`config.mk`:
```
export PLATFORM = sky130hd
export DESIGN_NAME = shift_sequencer
export DESIGN_NICKNAME = d
export VERILOG_FILES = /design/src/rtl/shifter_pkg.sv /design/src/rtl/shift_stage.sv /design/src/rtl/shift_sequencer.sv
export SDC_FILE = /design/constraint.sdc
export NUM_CORES = 1
export LEC_CHECK = 0
export CAP_MARGIN = 20
export CORE_MARGIN = 2
export CORE_UTILIZATION = 55
export CTS_BUF_LIST = sky130_fd_sc_hd__clkbuf_4
export DETAILED_ROUTE_END_ITERATION = 7
export PLACE_DENSITY_LB_ADDON = 0.3
export SLEW_MARGIN = 40
export SYNTH_ARGS = -nofsm -noshare
export SYNTH_HDL_FRONTEND = slang
export SYNTH_SLANG_ARGS = --single-unit
```
`constraint.sdc`:
```
create_clock -name clk -period 3.3 [get_ports clk]
set_input_delay 0.495 -clock clk [delete_from_list [all_inputs] [get_ports clk]]
set_output_delay 0.495 -clock clk [all_outputs]
set_load 0.03 [all_outputs]
```
`src/rtl/shifter_pkg.sv`:
```
`default_nettype none
// +-------------------------------------------------------------------------+
// | shifter_pkg : shared constants, state encodings and helpers for the     |
// |               shared iterative log shifter                              |
// | Revision    : 1.0                                                       |
// +-------------------------------------------------------------------------+
package shifter_pkg;

  localparam int WIDTH_DEF   = 32;
  localparam int SHAMT_W_DEF = 5;
  localparam int MAX_WIDTH   = 64;

  // Bit positions inside the 2-bit control field
  localparam int CTL_RIGHT = 1;
  localparam int CTL_ARITH = 0;

  localparam logic [1:0] ST_IDLE  = 2'd0;
  localparam logic [1:0] ST_STAGE = 2'd1;
  localparam logic [1:0] ST_FLIP  = 2'd2;
  localparam logic [1:0] ST_RESP  = 2'd3;

  // Reverses the low w bits of v; bits above w come back as zero.
  function automatic logic [MAX_WIDTH-1:0] bit_reverse(input logic [MAX_WIDTH-1:0] v,
                                                       input int                   w);
    logic [MAX_WIDTH-1:0] r;
    r = {<<{v}};
    return r >> (MAX_WIDTH - w);
  endfunction

endpackage
`default_nettype wire

```
`src/rtl/shift_stage.sv`:
```
`default_nettype none
// +-------------------------------------------------------------------------+
// | shift_stage : one log-shifter stage, left shift by 2^k with fill        |
// | Revision    : 1.0                                                       |
// +-------------------------------------------------------------------------+
module shift_stage #(
  parameter int WIDTH   = 32,
  parameter int SHAMT_W = 5
) (
  input  logic [WIDTH-1:0]   in,
  input  logic [SHAMT_W-1:0] k,
  input  logic               en,
  input  logic               fill,
  output logic [WIDTH-1:0]   out
);

  logic [WIDTH-1:0] w_dist;
  logic [WIDTH-1:0] w_fill_mask;

  always_comb begin
    w_dist      = WIDTH'(1) << k;
    // Ones in exactly the bit positions vacated by the shift
    w_fill_mask = ~({WIDTH{1'b1}} << w_dist);
    out         = in;
    if (en) begin
      out = (in << w_dist) | (fill ? w_fill_mask : '0);
    end
  end

endmodule
`default_nettype wire

```
`src/rtl/shift_sequencer.sv`:
```
`default_nettype none
// +-------------------------------------------------------------------------+
// | shift_sequencer : two-requester round-robin front end around an         |
// |                   iterative log shifter with a valid/ready response     |
// | Revision        : 1.0                                                   |
// +-------------------------------------------------------------------------+
module shift_sequencer
  import shifter_pkg::*;
#(
  parameter int WIDTH   = WIDTH_DEF,
  parameter int SHAMT_W = SHAMT_W_DEF
) (
  input  logic               clk,
  input  logic               reset,
  input  logic               req0_valid,
  output logic               req0_ready,
  input  logic [WIDTH-1:0]   req0_a,
  input  logic [SHAMT_W-1:0] req0_b,
  input  logic [1:0]         req0_ctl,
  input  logic               req1_valid,
  output logic               req1_ready,
  input  logic [WIDTH-1:0]   req1_a,
  input  logic [SHAMT_W-1:0] req1_b,
  input  logic [1:0]         req1_ctl,
  output logic               resp_valid,
  input  logic               resp_ready,
  output logic [WIDTH-1:0]   resp_data,
  output logic               resp_id
);

  logic [1:0]         r_state;
  logic [SHAMT_W-1:0] r_k;
  logic [WIDTH-1:0]   r_work;
  logic [SHAMT_W-1:0] r_b;
  logic               r_right;
  logic               r_fill;
  logic               r_id;
  logic               r_last_grant;

  logic               w_idle;
  logic               w_grant;
  logic               w_accept;
  logic [WIDTH-1:0]   w_sel_a;
  logic [SHAMT_W-1:0] w_sel_b;
  logic [1:0]         w_sel_ctl;
  logic               w_sel_right;
  logic               w_sel_fill;
  logic [WIDTH-1:0]   w_load;
  logic [WIDTH-1:0]   w_stage_out;
  logic [WIDTH-1:0]   w_result;

  // Arbitration: on contention the requester that did not win last time goes.
  always_comb begin
    w_idle     = (r_state == ST_IDLE);
    w_grant    = (req0_valid && req1_valid) ? ~r_last_grant : req1_valid;
    req0_ready = w_idle && req0_valid && !w_grant;
    req1_ready = w_idle && req1_valid && w_grant;
    w_accept   = req0_ready || req1_ready;
  end

  // Right shifts run through the same left-shift datapath on reversed data.
  always_comb begin
    w_sel_a     = w_grant ? req1_a   : req0_a;
    w_sel_b     = w_grant ? req1_b   : req0_b;
    w_sel_ctl   = w_grant ? req1_ctl : req0_ctl;
    w_sel_right = w_sel_ctl[CTL_RIGHT];
    w_sel_fill  = w_sel_ctl[CTL_RIGHT] && w_sel_ctl[CTL_ARITH] && w_sel_a[WIDTH-1];
    w_load      = w_sel_right ? WIDTH'(bit_reverse(MAX_WIDTH'(w_sel_a), WIDTH)) : w_sel_a;
    w_result    = r_right ? WIDTH'(bit_reverse(MAX_WIDTH'(r_work), WIDTH)) : r_work;
  end

  shift_stage #(
    .WIDTH   (WIDTH),
    .SHAMT_W (SHAMT_W)
  ) u_stage (
    .in   (r_work),
    .k    (r_k),
    .en   (r_b[r_k]),
    .fill (r_fill),
    .out  (w_stage_out)
  );

  always_ff @(posedge clk) begin
    if (reset) begin
      r_state      <= ST_IDLE;
      r_k          <= '0;
      r_work       <= '0;
      r_b          <= '0;
      r_right      <= 1'b0;
      r_fill       <= 1'b0;
      r_id         <= 1'b0;
      r_last_grant <= 1'b1;
      resp_valid   <= 1'b0;
      resp_data    <= '0;
      resp_id      <= 1'b0;
    end else begin
      case (r_state)
        ST_IDLE: begin
          if (w_accept) begin
            r_work       <= w_load;
            r_b          <= w_sel_b;
            r_right      <= w_sel_right;
            r_fill       <= w_sel_fill;
            r_id         <= w_grant;
            r_last_grant <= w_grant;
            r_k          <= '0;
            r_state      <= ST_STAGE;
          end
        end
        ST_STAGE: begin
          r_work <= w_stage_out;
          // Every stage takes a cycle, even when its shift bit is clear
          if (r_k == SHAMT_W'(SHAMT_W - 1)) begin
            r_k     <= '0;
            r_state <= ST_FLIP;
          end else begin
            r_k <= r_k + 1'b1;
          end
        end
        ST_FLIP: begin
          resp_data  <= w_result;
          resp_id    <= r_id;
          resp_valid <= 1'b1;
          r_state    <= ST_RESP;
        end
        ST_RESP: begin
          if (resp_ready) begin
            resp_valid <= 1'b0;
            r_state    <= ST_IDLE;
          end
        end
        default: r_state <= ST_IDLE;
      endcase
    end
  end

endmodule
`default_nettype wire

```
Yosys cells after proc, flatten, opt, wreduce, memory -nomap -nowiden
Cells that the tools add are included.
Widths: inputs -> output; s select.

word-level totals
  output and inout bits = 36
  logic and storage cells = 65
  bits of input ports = 83
  bits in registers = 82

cells by class
  reduce and logical (&&, ||, !) cells = 17
  mux-type cells = 21
  bitwise operators = 3
  order comparisons = 1
  equal/unequal tests = 8
  shift operators = 3
  $add $sub $neg = 1

operator list
  operator                number
  $mux 32                 6
  $pmux 32 s2             1
  $not 32->32             1
  $or 32x32->32           1
  $shl 1x5->32 const A    1
  $shl 32x32->32          1
  $shl 32x32->32 const A  1
  $mux 5                  3
  $pmux 5 s2              1
  $mux 2                  4
  $pmux 2 s4              1
  $logic_and 1x1->1       7
  $reduce_and 2->1        3
  $reduce_and 3->1        2
  $add 5x1->5 const B     1
  $eq 5x3->1 const B      1
  $lt 5x4->1 const B      1
  $eq 2x2->1 const B      2
  $ne 2x1->1 const B      2
  $ne 2x2->1 const B      2
  $reduce_bool 2->1       2
  $bmux 1 s3              1
  $mux 1                  3
  $eq 2x1->1 const B      1
  other kinds (5)         5

Longest topological paths before layout
  word-level depth = 7
  gate-level depth with buffers = 11
  depth with buffers taken out = 8

Cells and area by module
Synthesis repeated with hierarchy kept, for this count alone.

second synthesis, totals
  cell total of the unflattened synthesis = 883
  area, all modules = 7,033.0 um^2

by module, submodules not included
  module           area an instance (um^2)  seq. area each (um^2)  instances  cells each
  shift_sequencer  4,951.0                  1,641.6                1          548
  shift_stage      2,082.0                  0.0                    1          335

Least setup slack after synthesis
OpenSTA, ideal clock, no wires.

  kind = register -> register
  start point = register r_k[2]
  end point = register r_work[27]
  clock period less this slack = 2.764 ns
  required time = 3.164 ns
  arrival = 2.629 ns
  setup slack = 0.536 ns
  stages on the path, launching flop included = 9
  path buffers = 1
  library setup time = 0.136 ns
  cell sequence = dfxtp_1 > buf_4 > inv_1 > ha_1 > or4_4 > and2_1 > o41a_1 > a2111oi_0 > o32ai_1

between the ends
  longest elaborated chain between the ends = 7
  elaborated cells on any way between the ends = 12
  classes of those cells = eq/ne (1); shift (3); mux (5); bitwise (2); reduce/logical (1)

RTL lines
  item                      line                    RTL
  start: declaration        shift_sequencer.sv:32   logic [SHAMT_W-1:0] r_k;
  start signal: assignment  shift_sequencer.sv:117  r_k <= r_k + 1'b1;
  $shl 1x5->32              shift_stage.sv:21       w_dist = WIDTH'(1) << k;
  $shl 32x32->32            shift_stage.sv:23       w_fill_mask = ~({WIDTH{1'b1}} << w_dist);
  $not 32->32               shift_stage.sv:23
  $mux 32                   shift_stage.sv:26       out = (in << w_dist) | (fill ? w_fill_mask : '0);
  $or 32x32->32             shift_stage.sv:26
  $mux 32                   shift_stage.sv:25       if (en) begin
  $pmux 32 s2               shift_sequencer.sv:97   case (r_state)
  end signal: assignment    shift_sequencer.sv:100  r_work <= w_load;
  end signal: assignment    shift_sequencer.sv:111  r_work <= w_stage_out;
  end: declaration          shift_sequencer.sv:33   logic [WIDTH-1:0] r_work;

Parallel ways exist; a longest one is shown, timed or not. The select of a mux whose other input is x is not followed.
A chain may end at the register's enable or synchronous reset.

Final worst setup path
  start point = register r_k[0]
  end point = register r_work[27]

The elaborated chain is that of the path after synthesis.

==> results.cfg <==
[layout]
stdcell_area_mm2 = 0.00903
post_layout_nonfiller_instances = 1262
num-fill-cells = 1104
final_nets = 1173
multiInputGateArea_mm2 = 0.00528
syn_to_final_growth_pct = 22.1
drive_above_1_share = 0.105
final-seq-area_mm2 = 0.00164
post-route-util = 0.685

[place]
dp.final_hpwl_um = 23700
place_inst = 1245
io_buffers = 118
place_congestion = 1.09
pre_cts_slack_ps = 208
place_area_mm2 = 0.00889

[global_routing]
use_met1 = 0.565
grt_pass1_wl_um = 48300
global_route.usage.met3 = 0.114
met2_usage = 0.645
grt_pass1_vias = 8385
grt_use_total = 0.436
grt_max_degree = 68
globalRouteOverflowTotal = 0
antenna_found_initial = 2
grt_most_used_layer = met2

[cts]
clock_latency_ps = 490
clk_pin_slew_worst_paths_ps = 140
cts_buffer_depth = 2
cts_resized = 0
numCtsBuffers = 9
cts_tree = done
cts-hold-fix-buffers = 0
htreeDepth = 3
post_cts_buffers = 0
clock_sinks = 82
cts-root-buf = clkbuf_4

[logic_synthesis]
synth.distinct_cells = 82
syn_inst = 989
synth_edf_count = 0
synthFlopType = dfxtp_1
synth_compound_area_frac = 0.333
async_flop_share = 0
ys_seq_area_frac = 0.222
synth-seq-cells = 82
synthMuxAreaShare = 0.157
yosysWarnings = 0
syn_area_per_cell_um2 = 7.48
synth-xor-area-share = 0.00355
synth_area_mm2 = 0.00739
syn_nets = 1082
synth_top_family_by_area = compound AO/OA/AOI/OAI gates
synthAdderAreaFrac = 0.0169
synthSimpleGateAreaFrac = 0.200

[routing]
vias = 8758
viasPerCell = 6.94
wl_per_cell_um = 24.7
drt_iter0_drc = 1541
wl_um = 31100
postRouteAntennaNets = 0
drc = 5
first_pass_iters = 8

[run_status]
violations = design-rule violations
status = complete, but fails checks

[sta]
setup-violations-final = 0
slew_viol_final = 0
setup_ws_ps = 174
fin_crit_ps = 3130
finClkSkew_ps = 16.6
setup_tns_ps = 0
slew_headroom = 0.367
worst_slew_pin_slew_ps = 940
rsz0062_at_grt = no
hold_violations = 0
fin_crit_sh = 0.947
fmax_ghz = 0.320

[die]
die_y_um = 120
die_x_um = 120
core_mm2 = 0.0132
pin_count = 119
start_util = 0.561
die-area_mm2 = 0.0144
rows = 42

[setup_path]
path_class = reg -> reg
slowest_delay_ps = 570
crit_fanout = 10
cp_cell_sequence = inv_1 -> ha_1 -> buf_4 -> or4_4 -> and2_1 -> o41a_1 -> a2111oi_0 -> o32ai_1
end_kind = register
cp.required_ps = 3660
start_kind = register
cp.arrival_ps = 3490
critPathSlowestCell = o41a_1

[pwr]
p_leak_uw = 0.00338
p_per_area_mw_per_mm2 = 966
ir_drop_mv = 0.470

[worst_hold_path]
holdCritPathClass = in -> reg

[run]
cap_violations = 0
[layout by cell type, fill, tap and decap left out, drive strengths merged, types with 8 or more instances in the layout]
| master | count |
|---|---|
| a211oi | 74 |
| a21o | 8 |
| a21oi | 87 |
| a22oi | 12 |
| a311oi | 13 |
| a31oi | 12 |
| buf | 67 |
| clkbuf | 10 |
| clkdlybuf4s50 | 114 |
| dfxtp | 82 |
| ha | 10 |
| inv | 16 |
| mux2 | 12 |
| mux2i | 100 |
| nand2 | 107 |
| nand3 | 19 |
| nor2 | 97 |
| nor2b | 26 |
| nor3 | 12 |
| o211ai | 11 |
| o21ai | 44 |
| o22ai | 17 |
[cell families after synthesis]
| group | after synthesis |
|---|---|
| AOI/OAI and AO/OA | 358 |
| and+or+nand+nor | 306 |
| buffers and inverters | 117 |
| DFF | 82 |
| muxes | 113 |
| adders and majority gates | 10 |
| xor gates and xnor gates | 3 |
[final cells by class]
cell class / count / area share
Antenna cell: 1 / 0.000277
Clock buffer: 10 / 0.00831
Clock inverter: 6 / 0.00637
Inverter: 16 / 0.00665
Multi-Input combinational cell: 790 / 0.585
Sequential cell: 82 / 0.182
Tap cell: 176 / 0.0244
Timing Repair Buffer: 181 / 0.187
[power by group]
group          switching, uW  internal, uW
Clock                    394           233
Sequential               495          1330
Combinational           3890          2380
[worst paths after layout]
| check | from | end | slack, ps | depth (start not counted) |
|---|---|---|---|---|
| max | r_k[0] | r_work[27] | 170 | 8 |
| min reg2reg | resp_data[12] | resp_data[12] | 490 | 2 |
| min | reset | r_work[19] | 430 | 2 |
| max reg2reg | r_k[0] | r_work[27] | 170 | 8 |
[flip-flops by register name (all words and copies together) (netlist names)]
register      count
r_b               5
resp_data        32
r_last_grant      1
r_id              1
r_state           2
r_k               5
r_right           1
resp_id           1
resp_valid        1
r_work           32
r_fill            1
[metal layers]
metal  wire [um]  vias to the layer above
met3        3700                      149
met5          16                        -
li1            -                     3893
met1       12200                     4060
met2       13100                      654
met4        2070                        2
[through the flow]
step,hold slack (ps),power [uW]
global placement,472,7740
finish,430,8720
floorplan,457,5570
CTS,424,8440
global route,463,9120
detailed placement,476,7810
[worst max-delay path: cells and delay by family, from the launching register on]
family | cells | cell delay (ps)
AOI/OAI and AO/OA | 3 | 1220
adders and majority gates | 1 | 230
buffers and inverters | 2 | 310
DFF | 1 | 490
and+or+nand+nor | 2 | 750
[cell usage after synthesis (all sizes together), types with 6 or more instances]
master   instances  area, um2
nand2          107        402
a2bb2oi          7       61.3
dfxtp           82       1640
o21a             7       52.6
a311oi          13        114
inv             16       60.1
nand3           19       95.1
a22oi           12       95.1
nor2            97        367
o22ai           17        106
nand4            6       37.5
a211oi          74        556
ha              10        125
a31oi           12       75.1
o211ai          11       82.6
mux2i          100       1000
nor2b           26        163
clkbuf          60        225
a221oi           6       58.8
a21o             8       60.1
buf             41        216
nor3            12       71.3
a21oi           87        439
a211o            6       52.6
mux2            12        135
o21ai           44        220
(Power assumes the default switching activity.)
==> edit, RTL diff (config.mk and constraints unchanged) <==
Make the reset (`reset`) asynchronous in one clocked block.
--- a/src/rtl/shift_sequencer.sv
+++ b/src/rtl/shift_sequencer.sv
@@ -82,3 +82,3 @@
 
-  always_ff @(posedge clk) begin
+  always_ff @(posedge clk or posedge reset) begin
     if (reset) begin
Behaviour: differs if reset is asserted again (counterexample within 4 cycles, from zero or initial values and one cycle with reset high); with reset held inactive, the same outputs for 4 cycles.
==> edit against the original RTL <==
  * Routed wire length is 12% lower
  * Core utilization is 1.7 points higher
  * Area after synthesis is 2.2% lower
  * Worst setup slack better by 0.083 ns
  * Critical path type unchanged
  * Highest routed layer is now met4
  * Total power is 19% higher
  * Sequential share of layout area is 4.8 points higher
  * Non-clock buffer count is 8 lower
  * First-iteration DRC count is 20% lower
  * Combinational power is 21% higher
  * Final area is 1.2% lower
  * Clock power is 3.3% lower
  * Maximum frequency is 2.7% higher
  * Sequential cell count stayed put
==> edit: results (changes against the original RTL) <==
stage,metric,value,unit,change
outcome,outcome,completed,,"was finished, violations left"
placed_design,RePlAce Congestion,1.11,,was 1.09
global_routing,initial antenna violation count,1,,was 2
yosys,multiplexer area fraction after synthesis,17.2,%,was 15.7%
yosys,post-synthesis compound-gate area fraction,26.5,%,was 33.3%
route,WL per Instance,22.8,µm,was 24.7 µm
global_routing,M2 GR Usage,58.6,%,was 64.5%
critical_path,crit-path max FO,9,,was 10
yosys,Adder-Cell Fraction of Synth Area,1.73,%,was 1.69%
route,drt pass-1 iters,7,,was 8
pwr,leakage,3.69,nW,was 3.38 nW
layout,multi-input gate share of the layout cell area,54.1,%,was 58.5%
yosys,Synth Flop Type,dfrtp_1,,was dfxtp_1
layout,Layout clock area frac,1.47,%,about the same
layout,inverters,11,,was 16
floorplan,row cnt,41,,was 42
route,vias per cell,6.68,,was 6.94
global_routing,number of global-route vias before repair,7593,,was 8385
global_routing,met3 Usage GRT,8.40,%,was 11.4%
layout,nets,1118,,was 1173
global_routing,first-pass GRT wire length,42.8,mm,was 48.3 mm
yosys,sequential area share after synthesis,28.4,%,was 22.2%
critical_path,Reg2Reg Depth,10,,was 8
critical_path,"Arr. time, crit path",3.46,ns,was 3.49 ns
placed_design,HPWL after DPL,20.9,mm,was 23.7 mm
critical_path,reg2reg end,r_work[1],,was r_work[27]
global_routing,GR Util met1,51.6,%,was 56.5%
yosys,Mapped Avg Cell Area,7.87,µm²,was 7.48 µm²
critical_path,"reg-to-reg slack, setup",0.26,ns,was 0.17 ns
min_path,Hold Path Class,in -> async,,was in -> reg
yosys,xor-xnor portion of the synthesized cell area,0,%,was 0.355%
critical_path,Worst Setup SP,r_k[0],,unchanged
placed_design,placed cells,1186,,was 1245
layout,comb_multi_in,748,,was 790
## edit: cell types whose count changed after synthesis, moves of 10 or more
cell      unedited run  this run
a21oi_1             86        96
nor3_1              11        30
o22ai_1             17         4
o21ai_0             42        69
a211oi_1            74        35
dfrtp_1              0        81
a311oi_1            13         3
dfxtp_1             82         0
clkbuf_1            60        45
## edit: report_power, final
group          leakage, nW  total (W)  internal [W]  switching [W]
sequential           0.934    0.00222       0.00150       0.000724
clock               0.0722   0.000606      0.000234       0.000373
combinational         2.68    0.00757       0.00292        0.00465
## edit: cells by family after synthesis
logic type      Yosys count
simple gates            317
compound gates          301
mux                     120
buf+inv                  89
flops                    82
fa+ha+maj                10
## edit: layer usage
layer	part of all wire, %	wire length [µm]
met5	0	0
met4	5.7	1570
met3	11	3150
met2	43	11700
met1	40	11000
